[src/rtl/load_store_unit_pkg.sv]
// Shared definitions for the load/store unit: funct3 size codes, the
// controller state type and the access legality rule.
package load_store_unit_pkg;

    localparam logic [2:0] SIZE_B  = 3'b000;
    localparam logic [2:0] SIZE_H  = 3'b001;
    localparam logic [2:0] SIZE_W  = 3'b010;
    localparam logic [2:0] SIZE_BU = 3'b100;
    localparam logic [2:0] SIZE_HU = 3'b101;

    typedef enum logic [1:0] {
        ST_IDLE = 2'd0,
        ST_BUSY = 2'd1,
        ST_DONE = 2'd2
    } state_e;

    // An access is legal when the size code exists for this direction and the
    // address is naturally aligned for that size.
    function automatic logic access_legal(input logic [2:0] size,
                                          input logic [1:0] lo,
                                          input logic       is_store);
        logic ok;
        case (size)
            SIZE_B:  ok = 1'b1;
            SIZE_H:  ok = ~lo[0];
            SIZE_W:  ok = (lo == 2'b00);
            SIZE_BU: ok = ~is_store;
            SIZE_HU: ok = ~is_store & ~lo[0];
            default: ok = 1'b0;
        endcase
        return ok;
    endfunction

endpackage

[src/rtl/load_store_unit_load_align.sv]
// Byte-lane steering: store byte enables and data replication on the request
// side, lane extraction and sign/zero extension on the response side.
module load_align
    import load_store_unit_pkg::*;
(
    input  logic [2:0]  st_size,
    input  logic [1:0]  st_lo,
    input  logic [31:0] st_data,
    output logic [3:0]  st_be,
    output logic [31:0] st_wdata,
    input  logic [2:0]  ld_size,
    input  logic [1:0]  ld_lo,
    input  logic [31:0] ld_word,
    output logic [31:0] ld_data
);

    logic [31:0] ld_shifted;

    assign ld_shifted = ld_word >> {ld_lo, 3'b000};

    // Store lanes: sub-word data is replicated so every lane carries it and
    // the byte enables pick which lanes the memory actually writes.
    always_comb begin
        st_be    = 4'b1111;
        st_wdata = st_data;
        case (st_size)
            SIZE_B: begin
                st_be    = 4'b0001 << st_lo;
                st_wdata = {4{st_data[7:0]}};
            end
            SIZE_H: begin
                st_be    = 4'b0011 << st_lo;
                st_wdata = {2{st_data[15:0]}};
            end
            default: ;
        endcase
    end

    // Load lanes: the addressed lane is shifted down to bit 0, then extended.
    always_comb begin
        ld_data = ld_word;
        case (ld_size)
            SIZE_B:  ld_data = {{24{ld_shifted[7]}}, ld_shifted[7:0]};
            SIZE_H:  ld_data = {{16{ld_shifted[15]}}, ld_shifted[15:0]};
            SIZE_BU: ld_data = {24'h0, ld_shifted[7:0]};
            SIZE_HU: ld_data = {16'h0, ld_shifted[15:0]};
            default: ld_data = ld_word;
        endcase
    end

endmodule

[src/rtl/load_store_unit.sv]
// Load/store unit: accepts one memory instruction from execute, runs a single
// request/ack bus transaction and returns the aligned load result.
module load_store_unit
    import load_store_unit_pkg::*;
#(
    parameter int AW = 32
)
(
    input  logic          clk,
    input  logic          rst,
    input  logic          ld_en,
    input  logic          st_en,
    input  logic [2:0]    size,
    input  logic [AW-1:0] addr,
    input  logic [31:0]   wdata,
    output logic [31:0]   rdata,
    output logic          stall,
    output logic          fault,
    output logic          mem_req,
    output logic          mem_we,
    output logic [AW-1:0] mem_addr,
    output logic [3:0]    mem_be,
    output logic [31:0]   mem_wdata,
    input  logic [31:0]   mem_rdata,
    input  logic          mem_ack
);

    state_e      state_q, state_d;
    logic        store_q;
    logic [2:0]  size_q;
    logic [1:0]  lo_q;
    logic        req_legal;
    logic        capture;
    logic        stall_raw;
    logic        fault_raw;
    logic [3:0]  align_be;
    logic [31:0] align_wdata;
    logic [31:0] load_value;

    // A simultaneous load and store is handled as a store.
    assign req_legal = access_legal(size, addr[1:0], st_en);

    load_align u_align (
        .st_size  (size),
        .st_lo    (addr[1:0]),
        .st_data  (wdata),
        .st_be    (align_be),
        .st_wdata (align_wdata),
        .ld_size  (size_q),
        .ld_lo    (lo_q),
        .ld_word  (mem_rdata),
        .ld_data  (load_value)
    );

    // Controller state register.
    always_ff @(posedge clk or posedge rst) begin
        if (rst) state_q <= ST_IDLE;
        else     state_q <= state_d;
    end

    // Next state and bus/handshake outputs; enables are only looked at in IDLE.
    always_comb begin
        state_d   = state_q;
        stall_raw = 1'b0;
        fault_raw = 1'b0;
        mem_req   = 1'b0;
        mem_we    = 1'b0;
        capture   = 1'b0;
        case (state_q)
            ST_IDLE: begin
                if (ld_en | st_en) begin
                    if (req_legal) begin
                        stall_raw = 1'b1;
                        capture   = 1'b1;
                        state_d   = ST_BUSY;
                    end else begin
                        fault_raw = 1'b1;
                    end
                end
            end
            ST_BUSY: begin
                stall_raw = 1'b1;
                mem_req   = 1'b1;
                mem_we    = store_q;
                if (mem_ack) state_d = ST_DONE;
            end
            ST_DONE: state_d = ST_IDLE;
            default: state_d = ST_IDLE;
        endcase
    end

    // Reset must silence the pipeline handshakes immediately, even while the
    // datapath still presents an enable.
    assign stall = stall_raw & ~rst;
    assign fault = fault_raw & ~rst;

    // Latch the accepted request so the bus sees stable values until ack.
    always_ff @(posedge clk or posedge rst) begin
        if (rst) begin
            store_q   <= 1'b0;
            size_q    <= 3'b000;
            lo_q      <= 2'b00;
            mem_addr  <= '0;
            mem_be    <= 4'b0000;
            mem_wdata <= 32'h0;
        end else if (capture) begin
            store_q   <= st_en;
            size_q    <= size;
            lo_q      <= addr[1:0];
            mem_addr  <= {addr[AW-1:2], 2'b00};
            mem_be    <= st_en ? align_be : 4'b1111;
            mem_wdata <= st_en ? align_wdata : 32'h0;
        end
    end

    // Load result register, written only by an ack that completes a load.
    always_ff @(posedge clk or posedge rst) begin
        if (rst)                                         rdata <= 32'h0;
        else if (state_q == ST_BUSY && mem_ack && !store_q) rdata <= load_value;
    end

endmodule

[config.mk]
export PLATFORM = sky130hd
export DESIGN_NAME = load_store_unit
export DESIGN_NICKNAME = d
export VERILOG_FILES = /design/src/rtl/load_store_unit_pkg.sv /design/src/rtl/load_store_unit_load_align.sv /design/src/rtl/load_store_unit.sv
export SDC_FILE = /design/constraint.sdc
export NUM_CORES = 1
export LEC_CHECK = 0
export BUFFER_PORTS_ARGS = -buffer_cell sky130_fd_sc_hd__buf_2
export CORE_ASPECT_RATIO = 1.25
export CORE_MARGIN = 1
export CORE_UTILIZATION = 52
export DETAILED_ROUTE_END_ITERATION = 8
export PLACE_DENSITY = 0.9
export SYNTH_ARGS = -nofsm -noshare
export SYNTH_HDL_FRONTEND = slang
export SYNTH_SLANG_ARGS = --single-unit
[constraint.sdc]
create_clock -name clk -period 4.4 [get_ports clk]
set_input_delay 0.22 -clock clk [delete_from_list [all_inputs] [get_ports clk]]
set_output_delay 0.22 -clock clk [all_outputs]
set_load 0.01 [all_outputs]
* After elaboration in Yosys (flattened, before gate mapping)
Cells that the tools add are included.
** Operators by class
- Eq/ne operators :: 11
- Shift-type cells :: 3
- Muxes and demuxes :: 19
- Bitwise operators :: 7
- Reduce and logical (&&, ||, !) cells :: 8
** Operators with widths (count)
- 32-bit one-hot mux with 4 select lines :: 1
- 32-bit one-hot mux with 2 select lines :: 1
- 32-bit two-way mux :: 1
- 32-bit by 5-bit >> shifter with 16-bit output :: 1
- 3-bit == test (second input constant) :: 4
- 1-bit two-way mux :: 8
- 4-bit one-hot mux with 2 select lines :: 1
- 3-bit by 1-bit == test with 1-bit output (second input constant) :: 2
- 3-bit logical NOT :: 2
- 2-bit two-way mux :: 3
- 2-bit inequality test (second input constant) :: 3
- 1-bit one-hot mux with 5 select lines :: 1
- 2-bit logical NOT :: 2
- 4-bit two-way mux :: 1
- 2-bit one-hot mux with 2 select lines :: 1
- 1-bit by 2-bit << shifter with 4-bit output (first input constant) :: 1
- 2-bit by 2-bit << shifter with 4-bit output (first input constant) :: 1
- 1-bit bitwise AND :: 3
- 3-bit by 2-bit == test with 1-bit output (second input constant) :: 1
- 1-bit inverter :: 3
- 3-bit AND reduction :: 1
- 2-bit by 1-bit == test with 1-bit output (second input constant) :: 1
- 1-bit logical AND :: 2
- 1-bit one-hot mux with 2 select lines :: 1
- other kinds (2) :: 2
** Word-level totals
- Flip-flop bits (word level) :: 106
- Output and inout bits :: 104
- Logic and storage cells :: 56

* Longest topological paths before layout
- Depth after elaboration :: 7
- Gate-level depth with buffers :: 7

* Modules after synthesis
From an unflattened synthesis, not the netlist that was laid out.
** Second synthesis, totals
- Cells, all modules :: 484
- Area total of the unflattened synthesis :: 5495.3 um^2
** Modules (own cells, without submodules)
- load_store_unit :: instances 1, cells each 312, area an instance 4285.4 um^2, sequential area each 2652.5 um^2
- load_align :: instances 1, cells each 172, area an instance 1209.9 um^2, sequential area each 0.0 um^2

* Least setup slack after synthesis
Ideal clock, no wire load.
- Kind :: flip-flop to flip-flop
- Start point :: register lo_q[1]
- End point :: register rdata[16]
- Library setup time :: 0.124 ns
- Arrival :: 1.414 ns
- Slack :: 2.862 ns
- Cell stages (with the launch flop) :: 7
- Path buffers :: 2
- Clock period less this slack :: 1.538 ns
- Cell sequence :: dfrtp_1 buf_6 mux2i_4 nor3b_1 o31ai_4 buf_6 nand3_2
** Between the ends
- Longest elaborated chain between the ends :: 2
** Ends and longest elaborated chain
- start: declaration :: line load_store_unit.sv:31 : logic [1:0] lo_q;
- start signal: assignment :: line load_store_unit.sv:109 : lo_q <= addr[1:0];
- 32-bit by 5-bit >> shifter with 16-bit output :: line load_store_unit_load_align.sv:19 : assign ld_shifted = ld_word >> {ld_lo, 3'b000};
- 32-bit one-hot mux with 4 select lines :: line load_store_unit_load_align.sv:42 : case (ld_size)
- end signal: assignment :: line load_store_unit.sv:119 : else if (state_q == ST_BUSY && mem_ack && !store_q) rdata <= load_value;
- end: declaration :: line load_store_unit.sv:16 : output logic [31:0] rdata,
Every way passes these cells.
A chain may end at the register's enable or synchronous reset.

* Final worst setup path
- Start point :: register lo_q[1]
- End point :: register rdata[28]
The elaborated chain is that of the path after synthesis.

==> impl_metrics.py <==
metrics = {
    "outcome": {
        "status": "complete, but fails checks",
        "violations": "hold timing",
    },
    "global_routing": {
        "grtUsageTotal_pct": 26.45,
        "grt_pass1_vias": 4600,
        "grt_max_degree": 56,
        "antenna_found_initial": 0,
        "grt-ovfl-total": 0,
        "grt_first_pass_wirelength_mm": 21.66,
    },
    "worst_setup_path": {
        "worstPathCellList": "mux2i_4, nor3b_1, o31ai_4, nand3_1",
        "critPathKind": "reg -> reg",
        "cp-startpoint": "lo_q[1]",
        "r2r_setup_slack_ns": 1.92,
        "critPathMaxStageDelay_ns": 0.82,
        "crit_path_max_fanout": 18,
        "cp_slowest_cell": "dfrtp_1",
        "r2r-end": "rdata[28]",
        "worstPathRequired_ns": 4.57,
        "cp-end-kind": "flop",
        "critPathLaunchType": "flop",
        "critPathCapture": "rdata[28]",
        "cp.arrival_ns": 2.65,
        "worstReg2RegStart": "lo_q[1]",
        "reg2reg_depth": 4,
    },
    "routing": {
        "wl_mm": 13.32,
        "wl_per_cell_um": 15.60,
        "antenna_left": 0,
        "drt-initial-drc-count": 258,
        "viasPerCell": 5.480,
        "dr.pass1.iters": 6,
        "drc": 0,
        "vias": 4680,
    },
    "power": {
        "p_sw_w": 0.001347,
        "vdd_drop_max_mv": 0.3407,
        "switching_share_pct": 36.79,
        "power_frac_comb_pct": 35.0,
        "power_frac_clock_pct": 22.3,
        "power_w": 0.003660,
        "intPower_w": 0.002314,
        "power.leakage_nw": 3.393,
        "seqPwrFrac_pct": 42.7,
        "powerDensity_mw_per_mm2": 566.5,
    },
    "floorplan": {
        "initial_core_util_pct": 53.42,
        "core.rowCount": 40,
        "die_x_um": 90.87,
        "ios": 208,
        "dieHeight_um": 113.1,
        "core_mm2": 0.009609,
        "die_area_mm2": 0.01028,
    },
    "clock_tree": {
        "clk_pin_slew_ns": 0.07,
        "ctsResizeCount": 0,
        "cts_buffers": 9,
        "cts_max_level": 3,
        "clkLatencyLatePin_ns": 0.35,
        "postCtsSetupBuffers": 0,
        "holdBufCountCts": 0,
        "cts_tree": "yes",
        "root_buffer": "clkbuf_16",
        "cts_sinks": 106,
        "clk_path_buf_depth": 2,
    },
    "finish": {
        "diodes": 0,
        "multiInputGateArea_mm2": 0.002260,
        "nets": 827,
        "layout-drive-gt1-share_pct": 35.99,
        "regArea_mm2": 0.002653,
        "n_fill_cell": 754,
        "area_growth_pct": 25.86,
    },
    "synthesis": {
        "ys.flop_type": "dfrtp_1",
        "post-synth-top-area-cell": "dfrtp_1",
        "synth_compound_area_share_pct": 14.06,
        "synth_edf_count": 0,
        "avgSynthCellArea_um2": 9.507,
        "synth-simple-area-share_pct": 23.62,
        "async_flop_share_pct": 100.0,
        "synth_xor_area_share_pct": 0,
        "synthTopCellsByArea": "dfrtp_1 52%, nand2_1 12%, mux2i_1 5.1%, o21ai_0 3.6%, nand3_1 2.1%",
        "synth_warnings": 0,
        "synth_top_family_by_area": "simple AND/OR/NAND/NOR gates",
        "yosysTopAreaCellShare_pct": 51.67,
        "synth_common_cells": "166 x nand2_1, 106 x dfrtp_1, 37 x o21ai_0",
        "ys_types": 48,
        "yosys_register_bits": 106,
        "syn_area_mm2": 0.005134,
        "netlist_instances": 540,
        "synthMuxAreaShare_pct": 5.728,
        "seq_area_frac_synth_pct": 51.67,
        "synth_fa_ha_area_share_pct": 0,
        "synth.most_common_cell": "nand2_1",
    },
    "sta": {
        "max_freq_ghz": 0.4036,
        "worst_pin_slew_ns": 1.136,
        "hold_viol_final": 7,
        "period_minus_slack_ns": 2.478,
        "fin_crit_sh_pct": 56.32,
        "setup_viol": 0,
        "tns_ns": 0,
        "finalMaxSlewViolations": 0,
        "holdWs_ns": -0.003297,
        "skew_ns": 0.009944,
        "rsz0062_at_grt": "false",
        "slew_headroom_pct": 24.29,
    },
    "place": {
        "io_buffers": 205,
        "dp_hpwl_mm": 9.873,
        "place.gp.congestion": 0.9148,
    },
    "flow_run": {
        "maxCapViolations": 0,
    },
    "worst_hold_path": {
        "holdCritPathClass": "in -> async",
    },
}
[power groups by stage]
stage	Sequential [W]	Combinational, W	Clock [W]
final	0.00156	0.00128	0.000816
after global placement	0.00155	0.00124	0
after floorplan	0.00167	0.000652	0
after CTS	0.00156	0.00129	0.000828
after global routing	0.00160	0.00142	0.000865
after detailed placement	0.00157	0.00129	0
[cell type report]
| type | count | area share (%) |
|---|---|---|
| Clock buffer | 9 | 3.486 |
| Clock inverter | 7 | 1.201 |
| Inverter | 2 | 0.1549 |
| Multi-Input combinational cell | 392 | 34.97 |
| Sequential cell | 106 | 41.05 |
| Tap cell | 126 | 2.440 |
| Timing Repair Buffer | 212 | 16.69 |
[state kept, by name, summed over array words and instances, names as in the netlist]
signal and count:
lo_q 2, mem_addr 30, mem_be 4, mem_wdata 32, rdata 32, size_q 3
state_q 2, store_q 1
[layer usage]
metal	vias up	global-route usage, %	part of all wire [%]
li1	2189	-	-
met2	243	45.10	50
met4	0	10.16	2.8
met3	40	7.191	8.7
met1	2208	32.04	39
met5	-	0	0
[kinds of logic after synthesis]
| logic type | after synthesis |
|---|---|
| simple gates | 251 |
| compound gates | 111 |
| flops | 106 |
| buf+inv | 43 |
| mux | 28 |
| other cells | 1 |
[how the worst min path moves through the flow]
stage | start | to | slack, ns | depth (start not counted)
after detailed placement | rst | mem_addr[7] | 0.40 | 2
after CTS | rst | mem_addr[7] | 0.02 | 2
after global placement | rst | mem_addr[8] | 0.38 | 2
final | rst | size_q[0] | -0.003 | 2
after floorplan | mem_ack | state_q[0] | 0.31 | 1
after global routing | rst | size_q[0] | 0.05 | 2
[critical path: cells and delay by family, from the launching register on]
family	cells	cell delay, ns
AND/OR/NAND/NOR	2	0.30
AO/OA/AOI/OAI	1	0.78
flip-flops	1	0.82
multiplexers	1	0.40
[through the flow]
step                hold WS, ns  utilization [%]  cell area [µm²]  setup slack [ns]  std cells
floorplan                0.3106                -             5137             1.391        541
global placement         0.3771            64.09             6158             2.078        838
detailed placement       0.3955            64.09             6158             1.950        838
CTS                     0.02002            67.24             6461             1.928        854
global route            0.04723            67.24             6461             1.726        854
finish                -0.003297            67.24             6461             1.922        854
[cell usage in the layout (no fill, tap or decap), types with 2 or more instances in the layout]
master and n:
a21oi_1 15, a22o_1 10, a2bb2oi_1 2, and2_1 6, buf_2 205, buf_4 7, clkbuf_16 9, clkinv_2 2
clkinv_4 2, conb_1 2, dfrtp_1 106, mux2i_1 26, nand2_1 166, nand2b_1 6, nand3_1 22, nand3_2 10
nand3b_1 9, nor2_1 11, nor2b_1 3, nor3_1 3, nor3b_1 2, nor4_4 2, o211a_1 2, o21a_1 2
o21ai_0 37, o21ai_1 21, o21ai_2 10, o22a_1 3, o22ai_1 3, o2bb2ai_1 2
Power figures use the tool's default switching activity.
